==> src/rtl/memory_arbiter.sv <==
// Round-robin arbiter that funnels four cache request ports onto one memory port.
// Writes trigger a one-cycle invalidate broadcast to every cache except the writer.
module memory_arbiter #(
    parameter int NUM_CACHES = 4,
    parameter int RR_RESET   = 0
) (
    input  logic                       clock,
    input  logic                       reset,
    input  logic [NUM_CACHES*33-1:0]   cache_request,
    input  logic [NUM_CACHES-1:0]      cache_request_ready,
    output logic [15:0]                cache_response,
    output logic [NUM_CACHES-1:0]      cache_response_ready,
    output logic [15:0]                invalidate_address,
    output logic [NUM_CACHES-1:0]      invalidate_valid,
    output logic [32:0]                mem_request,
    output logic                       mem_request_ready,
    input  logic [15:0]                mem_response,
    input  logic                       mem_response_ready,
    output logic                       busy
);

    localparam int PTR_W = (NUM_CACHES > 1) ? $clog2(NUM_CACHES) : 1;
    localparam int REQ_W = 33;

    typedef enum logic [1:0] {
        IDLE    = 2'd0,
        WAIT    = 2'd1,
        RESPOND = 2'd2,
        DRAIN   = 2'd3
    } state_t;

    state_t                  r_state;
    state_t                  w_state_next;
    logic [PTR_W-1:0]        r_rr_ptr;
    logic [PTR_W-1:0]        w_rr_ptr_next;
    logic [PTR_W-1:0]        r_grant;
    logic [PTR_W-1:0]        w_grant_next;
    logic [REQ_W-1:0]        r_grant_req;
    logic [REQ_W-1:0]        w_grant_req_next;

    logic [REQ_W-1:0]        r_mem_request;
    logic [REQ_W-1:0]        w_mem_request_next;
    logic                    r_mem_request_ready;
    logic                    w_mem_request_ready_next;
    logic [15:0]             r_cache_response;
    logic [15:0]             w_cache_response_next;
    logic [NUM_CACHES-1:0]   r_cache_response_ready;
    logic [NUM_CACHES-1:0]   w_cache_response_ready_next;
    logic [15:0]             r_invalidate_address;
    logic [15:0]             w_invalidate_address_next;
    logic [NUM_CACHES-1:0]   r_invalidate_valid;
    logic [NUM_CACHES-1:0]   w_invalidate_valid_next;
    logic                    r_busy;
    logic                    w_busy_next;

    logic [REQ_W-1:0]        w_req_arr   [NUM_CACHES];
    logic [PTR_W-1:0]        w_rot_idx   [NUM_CACHES];
    logic [NUM_CACHES-1:0]   w_rot_ready;
    logic                    w_found;
    logic [PTR_W-1:0]        w_winner;
    logic [NUM_CACHES-1:0]   w_grant_onehot;

    // Rotate the ready vector so that position 0 is the current round-robin head.
    generate
        for (genvar gi = 0; gi < NUM_CACHES; gi++) begin : g_port
            localparam logic [PTR_W-1:0] OFF = PTR_W'(gi);
            assign w_req_arr[gi]   = cache_request[gi*REQ_W +: REQ_W];
            assign w_rot_idx[gi]   = r_rr_ptr + OFF;
            assign w_rot_ready[gi] = cache_request_ready[w_rot_idx[gi]];
        end
    endgenerate

    always_comb begin
        w_found  = 1'b0;
        w_winner = r_rr_ptr;
        for (int i = 0; i < NUM_CACHES; i++) begin
            if (!w_found && w_rot_ready[i]) begin
                w_found  = 1'b1;
                w_winner = w_rot_idx[i];
            end
        end
    end

    assign w_grant_onehot = NUM_CACHES'(1) << r_grant;

    always_ff @(posedge clock) begin
        if (!reset) begin
            r_state                <= IDLE;
            r_rr_ptr               <= PTR_W'(RR_RESET);
            r_grant                <= '0;
            r_grant_req            <= '0;
            r_mem_request          <= '0;
            r_mem_request_ready    <= 1'b0;
            r_cache_response       <= '0;
            r_cache_response_ready <= '0;
            r_invalidate_address   <= '0;
            r_invalidate_valid     <= '0;
            r_busy                 <= 1'b0;
        end else begin
            r_state                <= w_state_next;
            r_rr_ptr               <= w_rr_ptr_next;
            r_grant                <= w_grant_next;
            r_grant_req            <= w_grant_req_next;
            r_mem_request          <= w_mem_request_next;
            r_mem_request_ready    <= w_mem_request_ready_next;
            r_cache_response       <= w_cache_response_next;
            r_cache_response_ready <= w_cache_response_ready_next;
            r_invalidate_address   <= w_invalidate_address_next;
            r_invalidate_valid     <= w_invalidate_valid_next;
            r_busy                 <= w_busy_next;
        end
    end

    // Strobes default low every cycle; only cache_response and the grant state hold.
    always_comb begin
        w_state_next                = r_state;
        w_rr_ptr_next               = r_rr_ptr;
        w_grant_next                = r_grant;
        w_grant_req_next            = r_grant_req;
        w_mem_request_next          = '0;
        w_mem_request_ready_next    = 1'b0;
        w_cache_response_next       = r_cache_response;
        w_cache_response_ready_next = '0;
        w_invalidate_address_next   = '0;
        w_invalidate_valid_next     = '0;

        case (r_state)
            IDLE: begin
                if (w_found) begin
                    w_grant_next             = w_winner;
                    w_grant_req_next         = w_req_arr[w_winner];
                    w_mem_request_next       = w_req_arr[w_winner];
                    w_mem_request_ready_next = 1'b1;
                    w_state_next             = WAIT;
                end
            end
            WAIT: begin
                if (mem_response_ready) begin
                    w_cache_response_next       = mem_response;
                    w_cache_response_ready_next = w_grant_onehot;
                    if (r_grant_req[32]) begin
                        w_invalidate_address_next = r_grant_req[15:0];
                        w_invalidate_valid_next   = ~w_grant_onehot;
                    end
                    w_state_next = RESPOND;
                end else begin
                    w_mem_request_next       = r_grant_req;
                    w_mem_request_ready_next = 1'b1;
                end
            end
            RESPOND: begin
                w_state_next = DRAIN;
            end
            DRAIN: begin
                w_rr_ptr_next = r_grant + PTR_W'(1);
                w_state_next  = IDLE;
            end
            default: begin
                w_state_next = IDLE;
            end
        endcase

        w_busy_next = (w_state_next != IDLE);
    end

    assign cache_response       = r_cache_response;
    assign cache_response_ready = r_cache_response_ready;
    assign invalidate_address   = r_invalidate_address;
    assign invalidate_valid     = r_invalidate_valid;
    assign mem_request          = r_mem_request;
    assign mem_request_ready    = r_mem_request_ready;
    assign busy                 = r_busy;

endmodule

==> config.mk <==
export PLATFORM = sky130hd
export DESIGN_NAME = memory_arbiter
export DESIGN_NICKNAME = d
export VERILOG_FILES = /design/src/rtl/memory_arbiter.sv
export SDC_FILE = /design/constraint.sdc
export NUM_CORES = 1
export LEC_CHECK = 0
export BUFFER_PORTS_ARGS = -buffer_cell sky130_fd_sc_hd__buf_4
export CORE_MARGIN = 5
export CORE_UTILIZATION = 40
export CTS_CLUSTER_DIAMETER = 120
export DETAILED_ROUTE_END_ITERATION = 8
export PLACE_DENSITY = 0.8
export REMOVE_ABC_BUFFERS = 1
export SYNTH_ARGS = -nofsm -noshare
export SYNTH_HDL_FRONTEND = slang
export SYNTH_SLANG_ARGS = --single-unit
export TNS_END_PERCENT = 50
==> constraint.sdc <==
create_clock -name clock -period 5.4 [get_ports clock]
set_input_delay 0.54 -clock clock [delete_from_list [all_inputs] [get_ports clock]]
set_output_delay 0.54 -clock clock [all_outputs]
set_load 0.02 [all_outputs]
==> out/results.txt, run 1 <==
The via count of the first global-routing pass is 4670, and the cell total after placement is 813. The clock tree synthesis step divided the H-tree into 4 levels. After clock tree synthesis, the clock-pin slew on the worst setup and hold paths is 0.06 ns. Entering global routing, the biggest net connects 37 pins. 0 antenna diodes ended up in the layout.

The run gives 0 as the number of max-slew violations in the final report. The synthesized design devotes to its leading area cell type 49.3% of total area. At the end of routability-driven placement, the weighted congestion stood at 0.779. Input and output buffers added on the ports amount to 229. Measured against its own limit, the worst slew margin works out to 21.1%. In this run, the number of DRC markers left after iteration 0 of detailed routing was 244. The detail route stage leaves a number of antenna-violating nets equal to 0. Summed over all layers, the global routing overflow is 0. In the global route stage, overall resource usage came out at 19.1%. The run gives 0 as the initial antenna violation count. The number of flip-flops and latches in the synthesized netlist was 114; the number of I/O pins was 230. In this run the standard cell core region covers 11400 µm².

Max-cap violations in this run came to 0. The number of hold-slack violations in the final timing report came out at 0. The finished cells cover 6980 µm². The wire length per cell works out to 16.2 µm. The worst setup path is launched from a register.

For the pin with the worst max-slew slack, the measured transition is 1.18 ns. The largest total area in the synthesized netlist belongs to sky130_fd_sc_hd__dfxtp_1. Synthesis produced 471 cells. The worst path uses 50.3% of the clock period. Yosys attributes the largest share of cell area to sky130_fd_sc_hd__dfxtp_1 49%, sky130_fd_sc_hd__mux2i_1 14%, sky130_fd_sc_hd__o221ai_1 12%. TritonCTS built the clock tree. Highest attainable clock frequency: 368 MHz. The number of buffers on the longest clock path is 2. Effective utilization at floorplan: 40.7%.

The number of clock buffers inserted by TritonCTS was 17; the summed instance area of the synthesized netlist was 4630 µm². The initialized floorplan defines 39 standard-cell rows. Clock skew after layout: 0.0150 ns. The tools report the post-route setup TNS as 0 ns. The min-delay analysis places its worst path in the category in -> reg.

The die covers 13800 µm². The worst slack on hold paths is 0.391 ns, and the first-pass GRT wire length is 22200 µm. Setup repair after global routing left no endpoint under its margin. The count of flip-flops with a built-in enable after synthesis was 0.

For this block, the via count after detailed routing is 4417. Final HPWL from detailed placement: 10100 µm. The final non-filler cell total is 843, and the maximum fanout encountered on the critical timing path is 36. The run gives 174 µV as the maximum resistive drop on vdd. Compared with the post-synthesis result, the final layout area differs by 50.7%. Among all flip-flop cells after synthesis, the most frequent one is sky130_fd_sc_hd__dfxtp_1.

Buffers inserted to repair hold after CTS numbered 0. For this design the ratio of total power to cell area is 350 nW/µm². The synthesis warning total is 0. For the static power due to leakage, the log shows 3.22 nW. The height of the chip came out at 118 µm. In this run the mean area of a mapped cell was 9.83 µm². The clock drives 114 sinks. For the fraction of the yosys area taken by sequential cells, the log shows 49.3%. Setup violations remaining at the end of the flow were counted as 0. The worst endpoint required time is 5.68 ns. The async set or reset register ratio after synthesis is 0%.

For the worst-skew pair, the clock arrives at the later sink with an insertion delay of 0.40 ns. Counting I/O delays and the setup requirement, the final critical path takes 2.72 ns. Among all cell types in the netlist, the one instantiated most often is sky130_fd_sc_hd__dfxtp_1. STA classifies the critical path endpoint as a register.

In the routed layout, each cell is associated on average with a via count of 5.24. The critical path is of the reg -> reg type. The number of gates resized after CTS is 0. CTS placed an instance of sky130_fd_sc_hd__clkbuf_16 at the clock tree root. After detailed routing, the total wire length is 13700 µm. The commonest cells after synthesis are 114 x sky130_fd_sc_hd__dfxtp_1, 104 x sky130_fd_sc_hd__nand2_1, 67 x sky130_fd_sc_hd__mux2i_1, 66 x sky130_fd_sc_hd__o221ai_1, 20 x sky130_fd_sc_hd__a21oi_1. Data on the critical path arrives at its endpoint at 3.00 ns. The residual DRC count was 0; the post-synthesis cell type count was 34. The run finished with clean final reports.

For the placed instance area, the log shows 6380 µm². In the final design database the tool counted 848 nets. The die is 118 µm wide.

Before antenna repair, the detailed router went through 4 iterations. In this run the post-CTS setup repair buffer count came out at 0. The layout cell share with drive strength beyond 1 came out at 38.3%.
## logic make-up after synthesis
family / synth area share, %
muxes: 14.7
DFF: 49.3
adders and majority gates: 1.08
and+or+nand+nor: 14.9
AOI/OAI and AO/OA: 15.9
buffers and inverters: 4.11
## flip-flops by register name (all words and copies together), names as in the netlist
name and cells:
mem_request 33, cache_response_ready 4, cache_response 16, invalidate_valid 4
r_grant_req 33, r_grant 2, busy 1, invalidate_address 16
r_rr_ptr 2, mem_request_ready 1, r_state 2
## layout make-up
type | instances | area, µm²
well taps | 143 | 179
fillers | 962 | 4390
inverters | 4 | 15.0
clock inverters | 9 | 131
multi-input cells | 321 | 2170
flip-flops and latches | 114 | 2280
clock buffers | 21 | 470
repair buffers | 231 | 1730
## cell usage in the layout, fill, tap and decap left out, drive strengths merged, types with 2 or more instances in the layout
master | netlist | final
clkbuf | 13 | 21
and2 | 17 | 17
o21ai | 3 | 3
or4 | 2 | 2
and3 | 5 | 5
o221ai | 66 | 66
ha | 4 | 4
nand2b | 2 | 2
bufinv | 0 | 3
nor2b | 4 | 4
dfxtp | 114 | 114
a21oi | 21 | 21
nand3 | 3 | 3
clkinv | 0 | 3
nand2 | 106 | 106
nor2 | 13 | 13
inv | 4 | 4
clkinvlp | 0 | 3
mux2i | 67 | 67
buf | 19 | 231
## critical path, cell delays in order (launching register included)
cell and delay, ns:
sky130_fd_sc_hd__dfxtp_1 0.35, sky130_fd_sc_hd__nor2b_1 0.19, sky130_fd_sc_hd__a21oi_1 0.06, sky130_fd_sc_hd__o211ai_1 0.24, sky130_fd_sc_hd__buf_4 0.52, sky130_fd_sc_hd__nand2_1 0.76
sky130_fd_sc_hd__o221ai_1 0.47
## metrics by stage
| stage | utilization [%] | power (mW) | worst slack [ns] |
|---|---|---|---|
| global placement | 56.1 | 1.32 | 2.57 |
| finish | 61.4 | 2.45 | 2.68 |
| detailed placement | 56.1 | 1.34 | 2.39 |
| floorplan | - | 1.15 | 0.332 |
| global route | 61.4 | 2.55 | 2.47 |
| CTS | 61.4 | 2.47 | 2.66 |
## final timing paths
check	slack [ns]	from	end	cells past startpoint
worst max-delay path	2.68	r_rr_ptr[0]$_SDFFE_PN0N_	r_grant_req[14]$_SDFFE_PN0P_	6
worst min-delay path	0.39	mem_response[10]	cache_response[10]$_SDFFE_PN0P_	3
worst max register to register	2.68	r_rr_ptr[0]$_SDFFE_PN0N_	r_grant_req[14]$_SDFFE_PN0P_	6
worst min register to register	0.45	cache_response[0]$_SDFFE_PN0P_	cache_response[0]$_SDFFE_PN0P_	2
## where the power goes
group	switching [mW]	internal, mW
Sequential	0.0339	0.910
Combinational	0.191	0.186
Clock	0.371	0.755
Total	0.596	1.85
## metal layers
| layer | wire length (µm) | global-route usage (%) | share of wire (%) |
|---|---|---|---|
| met5 | 0 | 0 | 0 |
| met3 | 1040 | 6.20 | 7.6 |
| met4 | 348 | 7.96 | 2.5 |
| met2 | 7220 | 34.3 | 53 |
| met1 | 5080 | 20.6 | 37 |
Note: power is estimated with default switching activity, not from simulation.
==> run 2, diff against run 1 <==
- PLACE_DENSITY: 0.8 -> 0.83
- clock period: 5.4 -> 2.3 ns (I/O delays scaled with it)
==> run 2 against run 1 <==
Net effect:
- sequential power rose by 140%
- core utilization grew 1.2 points
- clock power up 130%
==> out/results.txt, run 2 (synthesis gave the netlist of run 1 again) <==
The height of the chip was 118 µm. The run gives 62.6% as the final core utilization. After detailed routing, the number of vias per cell comes to 5.24. The tools report the number of max-slew violations in the final report as 0. The share of total power dissipated in the clock network is 44.9%.

The tools report the residual DRC count as 0. The design draws 5.71 mW. The logs give 4.30 mW for the internal power component and 0 for the max-capacitance violation count. The run gives 4822 as the via count of the first global-routing pass.

Setup violations remaining at the end of the flow were counted as 0. The die is 118 µm wide. The top cell types in the final layout, fill and taps aside, are 237 x sky130_fd_sc_hd__buf_4, 114 x sky130_fd_sc_hd__dfxtp_1, 104 x sky130_fd_sc_hd__nand2_1. The routed design has 13900 µm of wire.

The worst endpoint data arrival time was 2.35 ns. In this run the critical register-to-register path is launched from r_rr_ptr[1]$_SDFFE_PN0N_. Compared with the post-synthesis result, the final layout area differs by 53.6%.

The layout cell share with drive strength beyond 1 was 39.3%. The area of the die is 13800 µm², and the final critical-path required period is 2.08 ns. For this design the static power due to leakage is 3.29 nW. Net switching is 24.6% of the power.

The logs give 1.40 mW for the switching power total and 22600 µm for the first-pass GRT wire length. The worst-case IR drop observed on VDD is 497 µV. The kind of path behind the tightest hold check is in -> reg. For the post-route setup TNS, the log shows 0 ns. The run finished with clean final reports.

For this run the aggregate overflow at the end of global routing stands at 0. Slowest stage cell on the critical path: sky130_fd_sc_hd__or4_4. Commonest non-fill, non-tap cell in the layout: sky130_fd_sc_hd__buf_4. The weighted congestion reported at the end of routability-driven placement is 0.786. The wire length per cell was 16.3 µm; the antenna diode count was 0. The number of placement rows was 39. The number of setup buffers added after CTS is 0. The worst setup path is launched from a register.

Data on the critical path is required at its endpoint by 2.57 ns. The tree built by TritonCTS fans out to 114 sinks. Highest attainable clock frequency: 481 MHz. For the cell total after placement, the log shows 824. The final HPWL from detailed placement is 10300 µm.

The tools report the sequential cell fraction of total power as 38.8%. The signal on the critical path passes through nor3_1 -> or4_4 -> nand2_4 -> buf_12 -> mux2i_1 -> o221ai_1. The net count of the finished layout is 859.

Initial antenna violation count: 0. Setup repair after global routing left no endpoint under its margin. The fill cell instance count of the final layout is 927. The count of input and output buffers is 229, and the detailed-routing iteration count for the pre-antenna-repair pass is 4. The kind of critical path was reg -> reg. For the clock skew after layout, the log shows 0.0142 ns. The logs give 36 for the pin count of the biggest net entering global routing and 0.22 ns for the reg-to-reg setup timing slack. For the combinational share of power, the log shows 16.2%. TritonCTS created 17 clock buffers. The tools report the root cell of the clock tree as sky130_fd_sc_hd__clkbuf_16.

Clock-pin slew was measured on the worst setup and hold paths at 0.06 ns. The DRC marker count from the first detailed-route iteration was 192. In this run the worst setup path begins at r_rr_ptr[1]$_SDFFE_PN0N_. The core area is 11400 µm², and the share of the cycle needed by the critical path after routing is 90.4%. The routed layout has 4481 vias. The number of buffers and inverters on the critical path is 1, and the number of hold-slack violations in the final timing report is 0. The H-tree generated during clock tree synthesis spans 4 levels.

The power per standard cell area is 802 nW/µm². TritonCTS built the clock tree. For the relative slew slack, the log shows 60.5%.

The logs give 0.40 ns for the clock insertion delay at the later pin of the skew report and 19.5% for the total track usage. The tools report the cts-stage hold buffer count as 0. The cell family contributing the most delay on the critical path is simple AND/OR/NAND/NOR gates. Of all nets on the critical path, the largest fanout is 14. Leaving out filler cells and counting taps, the final layout contains 855. After clock tree synthesis, the repair step resized 0 gates. The tools report the effective utilization at floorplan as 40.7%. The worst setup path is captured at a register.

For the post-detailed-route count of antenna-violating nets, the log shows 0. The delay contributed by the slowest stage of the critical path was 0.52 ns. The origin of the worst min-delay path is mem_response[10].

The run gives 230 as the number of I/O pins. At the pin with the least slew margin, the transition time is 0.592 ns. The longest clock path from root to sink contains 2 buffers.
run 2: cell type report:
class                           count  area (µm²)  area share, %
Inverter                            4        15.0          0.211
Clock buffer                       22         484           6.81
Multi-Input combinational cell    321        2170           30.5
Timing Repair Buffer              242        1880           26.4
Clock inverter                      9         105           1.48
Tap cell                          143         179           2.51
Sequential cell                   114        2280           32.1
run 2: path summary, 6_finish.rpt:
| kind | end | depth (start not counted) |
|---|---|---|
| setup / recovery | mem_request[6]$_SDFF_PN0_ | 6 |
| hold / removal | cache_response[10]$_SDFFE_PN0P_ | 3 |
| setup reg to reg | mem_request[6]$_SDFF_PN0_ | 6 |
| hold reg to reg | cache_response[3]$_SDFFE_PN0P_ | 2 |
run 2: power by group through the flow:
| stage | sequential (mW) | combinational, mW | clock, mW |
|---|---|---|---|
| 2_1_floorplan | 2.33 | 0.366 | 0 |
| 3_3_place_gp | 2.25 | 0.895 | 0 |
| 3_5_place_dp | 2.25 | 0.930 | 0 |
| 4_1_cts | 2.21 | 0.934 | 2.61 |
| 5_1_grt | 2.23 | 0.997 | 2.71 |
| 6_report | 2.22 | 0.926 | 2.56 |
run 2: metrics by stage:
step	instance area (µm²)	hold WS, ns	worst slack, ns
finish	7110	0.0875	0.220
global route	7110	0.0794	0.143
CTS	7110	0.0659	0.243
detailed placement	6530	0.449	0.208
global placement	6530	0.441	0.330
floorplan	4460	0.361	-2.53
run 2: worst register-to-register path: stages, from the launching register on:
cell	delay, ns
sky130_fd_sc_hd__dfxtp_1	0.43
sky130_fd_sc_hd__nor3_1	0.10
sky130_fd_sc_hd__or4_4	0.52
sky130_fd_sc_hd__nand2_4	0.24
sky130_fd_sc_hd__buf_12	0.21
sky130_fd_sc_hd__mux2i_1	0.30
sky130_fd_sc_hd__o221ai_1	0.15
run 2: routing by layer:
metal  global-route usage (%)  vias up  part of all wire (%)
met2                     35.4      179                    54
li1                         -     2173                     -
met4                     9.18        0                   2.3
met5                        0        -                     0
met1                     20.0     2103                    37
met3                     6.82       26                   6.9
